File: src/rtl/stack_ctrl.sv
// stack_ctrl
// Sequences PUSH / POP / CALL / RET requests from a control unit onto an
// external 8-bit stack. The controller tracks stack occupancy, rejects
// requests that would overflow or underflow the stack, and returns one
// completion strobe per accepted request.
//
// Ports
//   clk, rst_n           clock; synchronous active-low reset
//   req_valid/req_ready  request handshake (ready only while idle)
//   req_op               00 PUSH, 01 POP, 10 CALL, 11 RET
//   req_data             value to push (PUSH) or branch target (CALL)
//   pc                   program counter sampled at acceptance
//   stk_op/stk_wdata     stack command (00 NOP, 01 push, 10 pop) and push data
//   stk_rdata            top-of-stack value, valid the cycle after a pop
//   rsp_valid            one-cycle completion strobe
//   rsp_data             pushed value, CALL target, popped value or return PC
//   rsp_pc_load          completed CALL/RET: load rsp_data into the PC
//   rsp_err              request was rejected
//   err_ovf/err_unf      sticky overflow / underflow flags
//   depth                number of occupied stack entries
module stack_ctrl #(
    parameter int DEPTH = 16
) (
    input  logic       clk,
    input  logic       rst_n,
    input  logic       req_valid,
    output logic       req_ready,
    input  logic [1:0] req_op,
    input  logic [7:0] req_data,
    input  logic [7:0] pc,
    output logic [1:0] stk_op,
    output logic [7:0] stk_wdata,
    input  logic [7:0] stk_rdata,
    output logic       rsp_valid,
    output logic [7:0] rsp_data,
    output logic       rsp_pc_load,
    output logic       rsp_err,
    output logic       err_ovf,
    output logic       err_unf,
    output logic [4:0] depth
);

    typedef enum logic [1:0] {
        IDLE,
        ISSUE,
        WAIT,
        RESP
    } state_t;

    localparam logic [4:0] FULL = 5'(DEPTH);

    state_t     state;
    state_t     state_nxt;
    logic [1:0] op_q;
    logic [7:0] data_q;
    logic [7:0] pc_q;
    logic       rej_q;
    logic       accept;
    logic       reject_now;

    // Bit 0 of the opcode separates pop-type (POP, RET) from push-type
    // (PUSH, CALL); bit 1 marks the PC-changing variants (CALL, RET).
    always_comb begin
        accept     = req_valid && req_ready;
        reject_now = req_op[0] ? (depth == 5'd0) : (depth == FULL);
    end

    // Next-state and output decode. The stack command is gated by rst_n so a
    // request caught in ISSUE when reset arrives never reaches the stack.
    always_comb begin
        state_nxt   = state;
        req_ready   = 1'b0;
        stk_op      = 2'b00;
        stk_wdata   = 8'h00;
        rsp_valid   = 1'b0;
        rsp_err     = 1'b0;
        rsp_pc_load = 1'b0;
        case (state)
            IDLE: begin
                req_ready = rst_n;
                if (accept) begin
                    state_nxt = reject_now ? RESP : ISSUE;
                end
            end
            ISSUE: begin
                if (rst_n) begin
                    if (op_q[0]) begin
                        stk_op = 2'b10;
                    end else begin
                        stk_op    = 2'b01;
                        stk_wdata = op_q[1] ? (pc_q + 8'd1) : data_q;
                    end
                end
                state_nxt = op_q[0] ? WAIT : RESP;
            end
            WAIT: begin
                state_nxt = RESP;
            end
            RESP: begin
                rsp_valid   = 1'b1;
                rsp_err     = rej_q;
                rsp_pc_load = !rej_q && op_q[1];
                state_nxt   = IDLE;
            end
            default: begin
                state_nxt = IDLE;
            end
        endcase
    end

    // Request capture, occupancy tracking, sticky error flags and the
    // response data register. Depth moves in the ISSUE cycle, i.e. on the
    // same edge the stack itself acts on the command.
    always_ff @(posedge clk) begin
        if (!rst_n) begin
            state    <= IDLE;
            op_q     <= 2'b00;
            data_q   <= 8'h00;
            pc_q     <= 8'h00;
            rej_q    <= 1'b0;
            depth    <= 5'd0;
            err_ovf  <= 1'b0;
            err_unf  <= 1'b0;
            rsp_data <= 8'h00;
        end else begin
            state <= state_nxt;
            case (state)
                IDLE: begin
                    if (accept) begin
                        op_q   <= req_op;
                        data_q <= req_data;
                        pc_q   <= pc;
                        rej_q  <= reject_now;
                        if (reject_now) begin
                            if (req_op[0]) begin
                                err_unf <= 1'b1;
                            end else begin
                                err_ovf <= 1'b1;
                            end
                        end
                    end
                end
                ISSUE: begin
                    if (op_q[0]) begin
                        depth <= depth - 5'd1;
                    end else begin
                        depth    <= depth + 5'd1;
                        rsp_data <= data_q;
                    end
                end
                WAIT: begin
                    rsp_data <= stk_rdata;
                end
                default: begin
                end
            endcase
        end
    end

endmodule
File: config.mk
export PLATFORM = sky130hd
export DESIGN_NAME = stack_ctrl
export DESIGN_NICKNAME = d
export VERILOG_FILES = /design/src/rtl/stack_ctrl.sv
export SDC_FILE = /design/constraint.sdc
export NUM_CORES = 1
export LEC_CHECK = 0
export ABC_AREA = 1
export CORE_UTILIZATION = 42
export DETAILED_ROUTE_END_ITERATION = 10
export GPL_TIMING_DRIVEN = 0
export PLACE_DENSITY = 0.83
export SYNTH_ARGS = -nofsm -noshare
export SYNTH_HDL_FRONTEND = slang
export SYNTH_SLANG_ARGS = --single-unit
File: constraint.sdc
create_clock -name clk -period 1.5 [get_ports clk]
set_clock_uncertainty 0.1 [all_clocks]
set_input_delay 0.225 -clock clk [delete_from_list [all_inputs] [get_ports clk]]
set_output_delay 0.225 -clock clk [all_outputs]
set_load 0.01 [all_outputs]
; ---- Word level (Yosys, flattened, before mapping)
; Index checks and enable logic that the tools add are counted.
[classes]
n_eq_ne = 6
n_addsub = 3
order_cmp = 0
div = 0
reduce_logical = 10
mul = 0
muxes = 19
shifts = 0
n_bitwise = 1
[op_table]
columns = op, n
row1 = $mux W8, 5
row2 = $pmux W8 S2, 1
row3 = $mux W2, 5
row4 = $add A8 B1 Y8 const B, 1
row5 = $pmux W2 S4, 1
row6 = $reduce_and A4 Y1, 2
row7 = $mux W1, 6
row8 = $add A5 B1 Y5 const B, 1
row9 = $eq A5 B5 Y1 const B, 1
row10 = $logic_not A5 Y1, 1
row11 = $mux W5, 1
row12 = $sub A5 B1 Y5 const B, 1
row13 = $eq A2 B2 Y1 const B, 2
row14 = $ne A2 B2 Y1 const B, 2
row15 = $reduce_and A2 Y1, 2
row16 = $eq A2 B1 Y1 const B, 1
row17 = $logic_and A1 B1 Y1, 2
row18 = $logic_not A2 Y1, 1
row19 = $reduce_bool A2 Y1, 1
row20 = $logic_not A1 Y1, 1
row21 = $not A1 Y1, 1
[word_totals]
out_inout_bits = 29
mem_bits_ro = 0
mem_count = 0
mem_bits_rw = 0
latch_bits = 0
ff_bits = 36

; ---- Logic depth before layout (Yosys ltp)
; Gate-level depths: netlist of run 1.
[logic_depth]
word_depth = 5
ltp_mapped = 10
depth_no_buf = 10

; ---- Worst setup path before layout of run 1
; Ideal clock, no wire load.
[synth_path]
kind = reg-to-output
start = reg state[1]
end = out stk_wdata[6]
slack_ps = -101
path_buffers = 0
arrival_ps = 1276
stages_incl_launch_ff = 7
cell_sequence = dfxtp_1 -> inv_1 -> ha_1 -> nand3_1 -> inv_1 -> o21ai_0 -> nor2_1
[synth_between]
elab_chain_len = 2
[synth_rtl]
columns = element, line
row1 = "start, declared", 52  ; state_t state;
row2 = "start signal, assigned", 126  ; state <= state_nxt;
row3 = $eq A2 B1 Y1, 78  ; case (state)
row4 = $mux W8, 78
row5 = "end, declared", 32  ; output logic [7:0] stk_wdata,
; No other way between the ends.

; ---- Worst setup path after layout of run 1
[layout_path]
start = reg pc_q[0]
end = out stk_wdata[2]
[layout_between]
elab_chain_len = 5
[layout_rtl]
columns = element, line
row1 = "start, declared", 56  ; logic [7:0] pc_q;
row2 = "start signal, assigned", 132  ; pc_q <= pc;
row3 = $add A8 B1 Y8, 91  ; stk_wdata = op_q[1] ? (pc_q + 8'd1) : data_q;
row4 = $mux W8, 91
row5 = $mux W8, 87  ; if (op_q[0]) begin
row6 = $mux W8, 86  ; if (rst_n) begin
row7 = $mux W8, 78
; No other way between the ends.

==> results of run 1 <==
[repair_timing]
action | in CTS | in global routing
buffers inserted | 11 | 15
endpoints found under the hold margin | 0 | 0
resized for setup | 135 | 110
pin swaps | 12 | 22
cloned | 0 | 4
setup endpoints to repair | 57 | 48
[layout make-up]
type	instances	area (um2)
Buffer	9	90.09
Clock buffer	7	86.33
Clock inverter	1	7.507
Fill cell	281	973.4
Inverter	43	186.4
Multi-Input combinational cell	179	1344
Sequential cell	36	750.7
Tap cell	52	65.06
Timing Repair Buffer	87	820.8
[through the flow]
step,setup TNS (ps),cell area (um2),setup WS (ps)
after floorplan,0,1898,16.36
after global placement,-12240,2534,-894.7
after detailed placement,-13350,2534,-880.2
after CTS,-2386,2840,-258.6
final,-4972,3351,-346.7
after global routing,-6680,3351,-390.4
[cells in the final DEF (no fill, tap or decap), types with 6 or more instances in the layout]
cell type	netlist	routed
o21ai_2	0	19
clkdlybuf4s50_1	0	27
dfxtp_1	36	26
dlygate4sd2_1	0	12
dfxtp_4	0	7
buf_2	5	11
buf_6	2	16
o21ai_1	8	12
inv_2	2	7
nor2_1	26	22
ha_4	0	7
a21oi_2	0	11
buf_4	0	18
nand2_2	0	6
clkbuf_8	0	6
nand2_1	47	36
a211oi_2	0	6
inv_1	41	30
a21oi_1	31	20
[sequential cells by signal (all words and copies together), names as in the netlist]
register	cells
err_unf	1
pc_q	8
op_q	2
depth	5
rej_q	1
data_q	8
state	2
rsp_data	8
err_ovf	1
[worst max-delay path, delay by kind of cell (launching register included)]
| kind | cells | cell delay (ps) |
|---|---|---|
| AOI/OAI and AO/OA | 1 | 180 |
| xor gates and xnor gates | 1 | 150 |
| adders and majority gates | 1 | 170 |
| buffers and inverters | 3 | 330 |
| DFF | 1 | 380 |
[logic make-up after synthesis]
group                      Yosys count
xor gates and xnor gates             6
muxes                                2
buffers and inverters               52
adders and majority gates           10
DFF                                 36
and+or+nand+nor                     85
AOI/OAI and AO/OA                   76
[layer usage]
layer	part of all wire	global-route usage	vias to the layer above
li1	-	-	1054
met1	0.41	0.2747	1067
met2	0.53	0.3851	82
met3	0.049	0.05556	10
met4	0.014	0.07483	0
met5	0	0	-
[where the power goes]
group	switching, mW	internal [mW]
sequential	0.261	1.27
clock	0.393	0.374
combinational	1.66	1.47
total	2.31	3.11
[path summary, 6_finish.rpt]
check / startpoint / to / slack, ps / depth (start not counted)
setup reg to reg: state[1] / pc_q[5] / -170 / 9
hold / removal: rst_n / data_q[2] / 340 / 4
setup / recovery: pc_q[0] / stk_wdata[2] / -350 / 6
hold reg to reg: err_ovf / err_ovf / 370 / 2
==> impl_metrics.json, run 1 <==
{
  "die_h_um": 69.05,
  "cts_root_buf": "clkbuf_8",
  "rsz0062_at_grt": "yes",
  "drive_gt1_frac": 0.4116,
  "h-tree-depth": 2,
  "wl_per_cell_um": 16.70,
  "synth_top_cell_by_area": "dfxtp_1",
  "clk_path_buf_depth": 2,
  "cts_tree": "done",
  "synth_top_family_by_area": "compound AO/OA/AOI/OAI gates",
  "synth.ff_latch_count": 36,
  "antenna_found_initial": 0,
  "routed_via_density": 5.345,
  "cp_cell_sequence": "ha_4, buf_4, xor2_1, o21ai_1, inv_1, buf_2",
  "drtAntennaViolNets": 0,
  "synth_ff_type": "dfxtp_1",
  "required_ps": 1170,
  "postCtsHoldBufs": 0,
  "p_leak_nw": 1.525,
  "die_area_um2": 4767,
  "insertedDiodeCount": 0,
  "powerDensity_nw_per_um2": 1617,
  "dp_hpwl_mm": 3.586,
  "dieWidth_um": 69.05,
  "yosysSeqAreaShare": 0.3817,
  "yosys_warnings": 0,
  "area_delta_synth_final_pct": 77.47,
  "grt_pass1_wl_mm": 8.611,
  "io_buffers": 57,
  "synth_cell_types": 24,
  "row_count": 24,
  "worst_pin_slew_ps": 784.3,
  "synth-edff-count": 0,
  "syn_area_um2": 1888,
  "cp-start-kind": "register",
  "power_mw": 5.417,
  "min_period_ps": 1847,
  "clock-sinks": 36,
  "peakVddDrop_mv": 0.9563,
  "place_inst": 376,
  "cts.clk_slew.worst_paths_ps": 80,
  "clk_latency_ps": 300,
  "cp_max_fo": 3,
  "holdWs_ps": 337.3,
  "fin_nets": 400,
  "drc": 0,
  "slowest_stage": "dfxtp_4",
  "overflow": 0,
  "dr.pass1.iters": 4,
  "synth_xor_area_frac": 0.02783,
  "drt_iter0_markers": 191,
  "cts_buffers": 5,
  "synthDominantCellAreaShare": 0.3817,
  "start_util": 0.4366,
  "worstPathArrival_ps": 1520,
  "drv_slew": 0,
  "postSynthCellCount": 267,
  "synth-adder-area-share": 0.07025,
  "yosys-top-cells-area": "dfxtp_1 (38%), nand2_1 (9.3%), a21oi_1 (8.2%)",
  "core_um2": 4324,
  "grt_pass1_vias": 1866,
  "async_flop_share": 0,
  "synth_compound_area_frac": 0.2127,
  "max_freq_ghz": 0.5415,
  "crit_type": "reg -> out",
  "stdcell_count": 414,
  "slew_headroom": 0.4771,
  "final_util": 0.7749,
  "finalHoldViolations": 0,
  "crit_path_max_incr_delay_ps": 380,
  "hold_class": "in -> reg",
  "yosysMostFrequentCell": "nand2_1",
  "status": "finished with violations",
  "worstSetupEndpointType": "primary output",
  "routed_wl_mm": 6.915,
  "synth.avg_cell_area_um2": 7.071,
  "synth_mux_area_frac": 0.01060,
  "gp_congestion": 0.9030,
  "track_usage": 0.2251,
  "max_cap_violations": 0,
  "synth_common_cells": "nand2_1 (47), inv_1 (41), dfxtp_1 (36), a21oi_1 (31), o21ai_0 (29)",
  "finalSetupViolations": 42,
  "io_pins": 58,
  "yosys.area_share.simple": 0.1822,
  "timing.final.crit_share": 1.231,
  "synth_fp_nets": 306,
  "violations": "setup timing",
  "layout_setup_ws_ps": -346.7,
  "grt_max_degree": 12,
  "dr_total_vias": 2213
}
(Power assumes the default switching activity.)
==> run 2: changes to the inputs <==
==> constraint.sdc (replaced) <==
create_clock -name clk -period 1.5 [get_ports clk]
set_clock_uncertainty 0.1 [all_clocks]
set_input_delay 0.225 -clock clk [delete_from_list [all_inputs] [get_ports clk]]
set_output_delay 0.225 -clock clk [all_outputs]
set_load 0.02 [all_outputs]
==> run 2 against run 1 <==
  * The flow still finishes with violations (setup timing)
  * Non-clock buffer count rose by 7
  * Final cell count rose by 1.7%
  * Maximum frequency rose by 0.54%
  * Wire length rose by 18%
  * Design area rose by 4.9%
  * Count of clock-buffer cells in the layout fell by 1
  * Via count rose by 9.1%
  * Critical path depth rose by 3
  * Critical path type is now reg -> reg
  * Die area did not move
  * Power rose by 12%
  * First-iteration DRC count rose by 16%
  * Sequential share of layout area fell by 1.0 points
==> impl_metrics.json, run 2 (synthesized netlist as in run 1, its figures left out) <==
{
  "core_um2": 4324,
  "cts_buffers": 5,
  "io_buffers": 57,
  "dr_total_vias": 2414,
  "max_freq_ghz": 0.5444,
  "n_fill_cell": 249,
  "grt_pass1_vias": 2090,
  "holdWs_ps": 363.9,
  "p_int_mw": 3.428,
  "clock-sinks": 36,
  "cp_cell_sequence": "buf_12, clkinv_8, ha_4, nand2_4, nor2_4, clkinv_4, buf_4, o21ai_2, a21oi_2",
  "crit_path_max_incr_delay_ps": 370,
  "layout_setup_ws_ps": -336.8,
  "slew_headroom": 0.4553,
  "row_count": 24,
  "h-tree-depth": 2,
  "min-delay-start": "err_ovf",
  "drv_slew": 0,
  "routed_wl_mm": 8.193,
  "io_pins": 58,
  "power_frac_clock": 0.141,
  "routed_via_density": 5.734,
  "layout_common_cells": "nand2_1 (33), buf_6 (30), inv_1 (29)",
  "crit_type": "reg -> reg",
  "worstSetupEndpointType": "register",
  "final_util": 0.8128,
  "final_common_cell": "nand2_1",
  "overflow": 0,
  "finalSetupViolations": 43,
  "timing.rr.start": "state[0]",
  "reg2reg_depth": 9,
  "p_comb_frac": 0.604,
  "min_period_ps": 1837,
  "reg_top3": "data_q (8), pc_q (8), rsp_data (8)",
  "worst_pin_slew_ps": 817.0,
  "fin_nets": 407,
  "startpoint": "state[0]",
  "drtAntennaViolNets": 0,
  "required_ps": 1580,
  "dieWidth_um": 69.05,
  "max_cap_violations": 0,
  "drt_iter0_markers": 221,
  "violations": "setup timing",
  "cts_tree": "done",
  "slowest_stage": "dfxtp_4",
  "die_h_um": 69.05,
  "p_sw_mw": 2.655,
  "die_area_um2": 4767,
  "timing.final.crit_share": 1.225,
  "antenna_found_initial": 0,
  "track_usage": 0.2452,
  "peakVddDrop_mv": 1.100,
  "grt_max_degree": 12,
  "dr.pass1.iters": 4,
  "cp_max_fo": 8,
  "dp_hpwl_mm": 3.622,
  "status": "finished with violations",
  "p_seq_frac": 0.255,
  "postPlaceCellArea_um2": 2562,
  "cts_root_buf": "clkbuf_8",
  "p_leak_nw": 1.540,
  "drc": 0,
  "clk_latency_ps": 290,
  "worstPathArrival_ps": 1920,
  "grt_pass1_wl_mm": 9.459,
  "wl_per_cell_um": 19.46,
  "stdcell_count": 421,
  "finalHoldViolations": 0,
  "rsz0062_at_grt": "yes",
  "insertedDiodeCount": 0,
  "clk_path_buf_depth": 2,
  "gp_congestion": 0.8375,
  "cp-start-kind": "register",
  "area_delta_synth_final_pct": 86.15,
  "stdcell_area_um2": 3515,
  "powerDensity_nw_per_um2": 1731,
  "cts.clk_slew.worst_paths_ps": 70,
  "hold-path-cell-count": 2,
  "drive_gt1_frac": 0.4580,
  "place_inst": 376,
  "switching_share": 0.4365,
  "start_util": 0.4366,
  "hold_class": "reg -> reg",
  "power_mw": 6.083
}
## run 2: area by class of cell
type	count	area, um2	share of cell area
flip-flops and latches	36	752.0	0.2140
inverters	43	193.9	0.05518
well taps	52	65.06	0.01851
repair buffers	94	935.9	0.2663
clock inverters	2	35.03	0.009968
multi-input cells	179	1374	0.3909
plain buffers	9	86.33	0.02456
clock buffers	6	72.57	0.02065
## run 2: worst paths after layout
check,endpoint,slack [ps]
hold reg to reg,err_ovf,360
setup / recovery,data_q[3],-340
hold / removal,err_ovf,360
setup reg to reg,data_q[3],-340
## run 2: worst max-delay path, delay by kind of cell (launching register included)
| kind | cells | cell delay (ps) |
|---|---|---|
| buffers and inverters | 4 | 550 |
| DFF | 1 | 370 |
| and+or+nand+nor | 2 | 280 |
| AOI/OAI and AO/OA | 2 | 260 |
| adders and majority gates | 1 | 140 |
## run 2: per-stage QoR
stage          setup WS, ps  setup TNS [ps]
2_1_floorplan        -30.05          -30.05
4_1_cts              -268.0           -5294
3_3_place_gp         -896.3          -14610
5_1_grt              -345.0           -8534
3_5_place_dp         -872.2          -15200
6_report             -336.8           -7016
## run 2: timing repair
| item | CTS | global route |
|---|---|---|
| pin swaps | 11 | 27 |
| resized for setup | 154 | 126 |
| setup buffers | 17 | 19 |
| endpoints found under the setup margin | 61 | 47 |
| hold buffers | 0 | 0 |
| gates cloned | 1 | 4 |
## run 2: routing by layer
layer  GRT usage  wire [um]  up-vias
li1            -          -     1065
met1      0.2700       3122     1171
met5           0          0        -
met3     0.05848        516       43
met2      0.4477       4162      135
met4     0.09751        391        0
## run 2: power groups by stage
| stage | clock, mW | sequential [mW] | combinational, mW |
|---|---|---|---|
| 2_1_floorplan | 0 | 1.61 | 1.15 |
| 3_3_place_gp | 0 | 1.45 | 2.00 |
| 3_5_place_dp | 0 | 1.46 | 2.06 |
| 4_1_cts | 0.867 | 1.48 | 2.39 |
| 5_1_grt | 0.917 | 1.58 | 3.86 |
| 6_report | 0.860 | 1.55 | 3.67 |
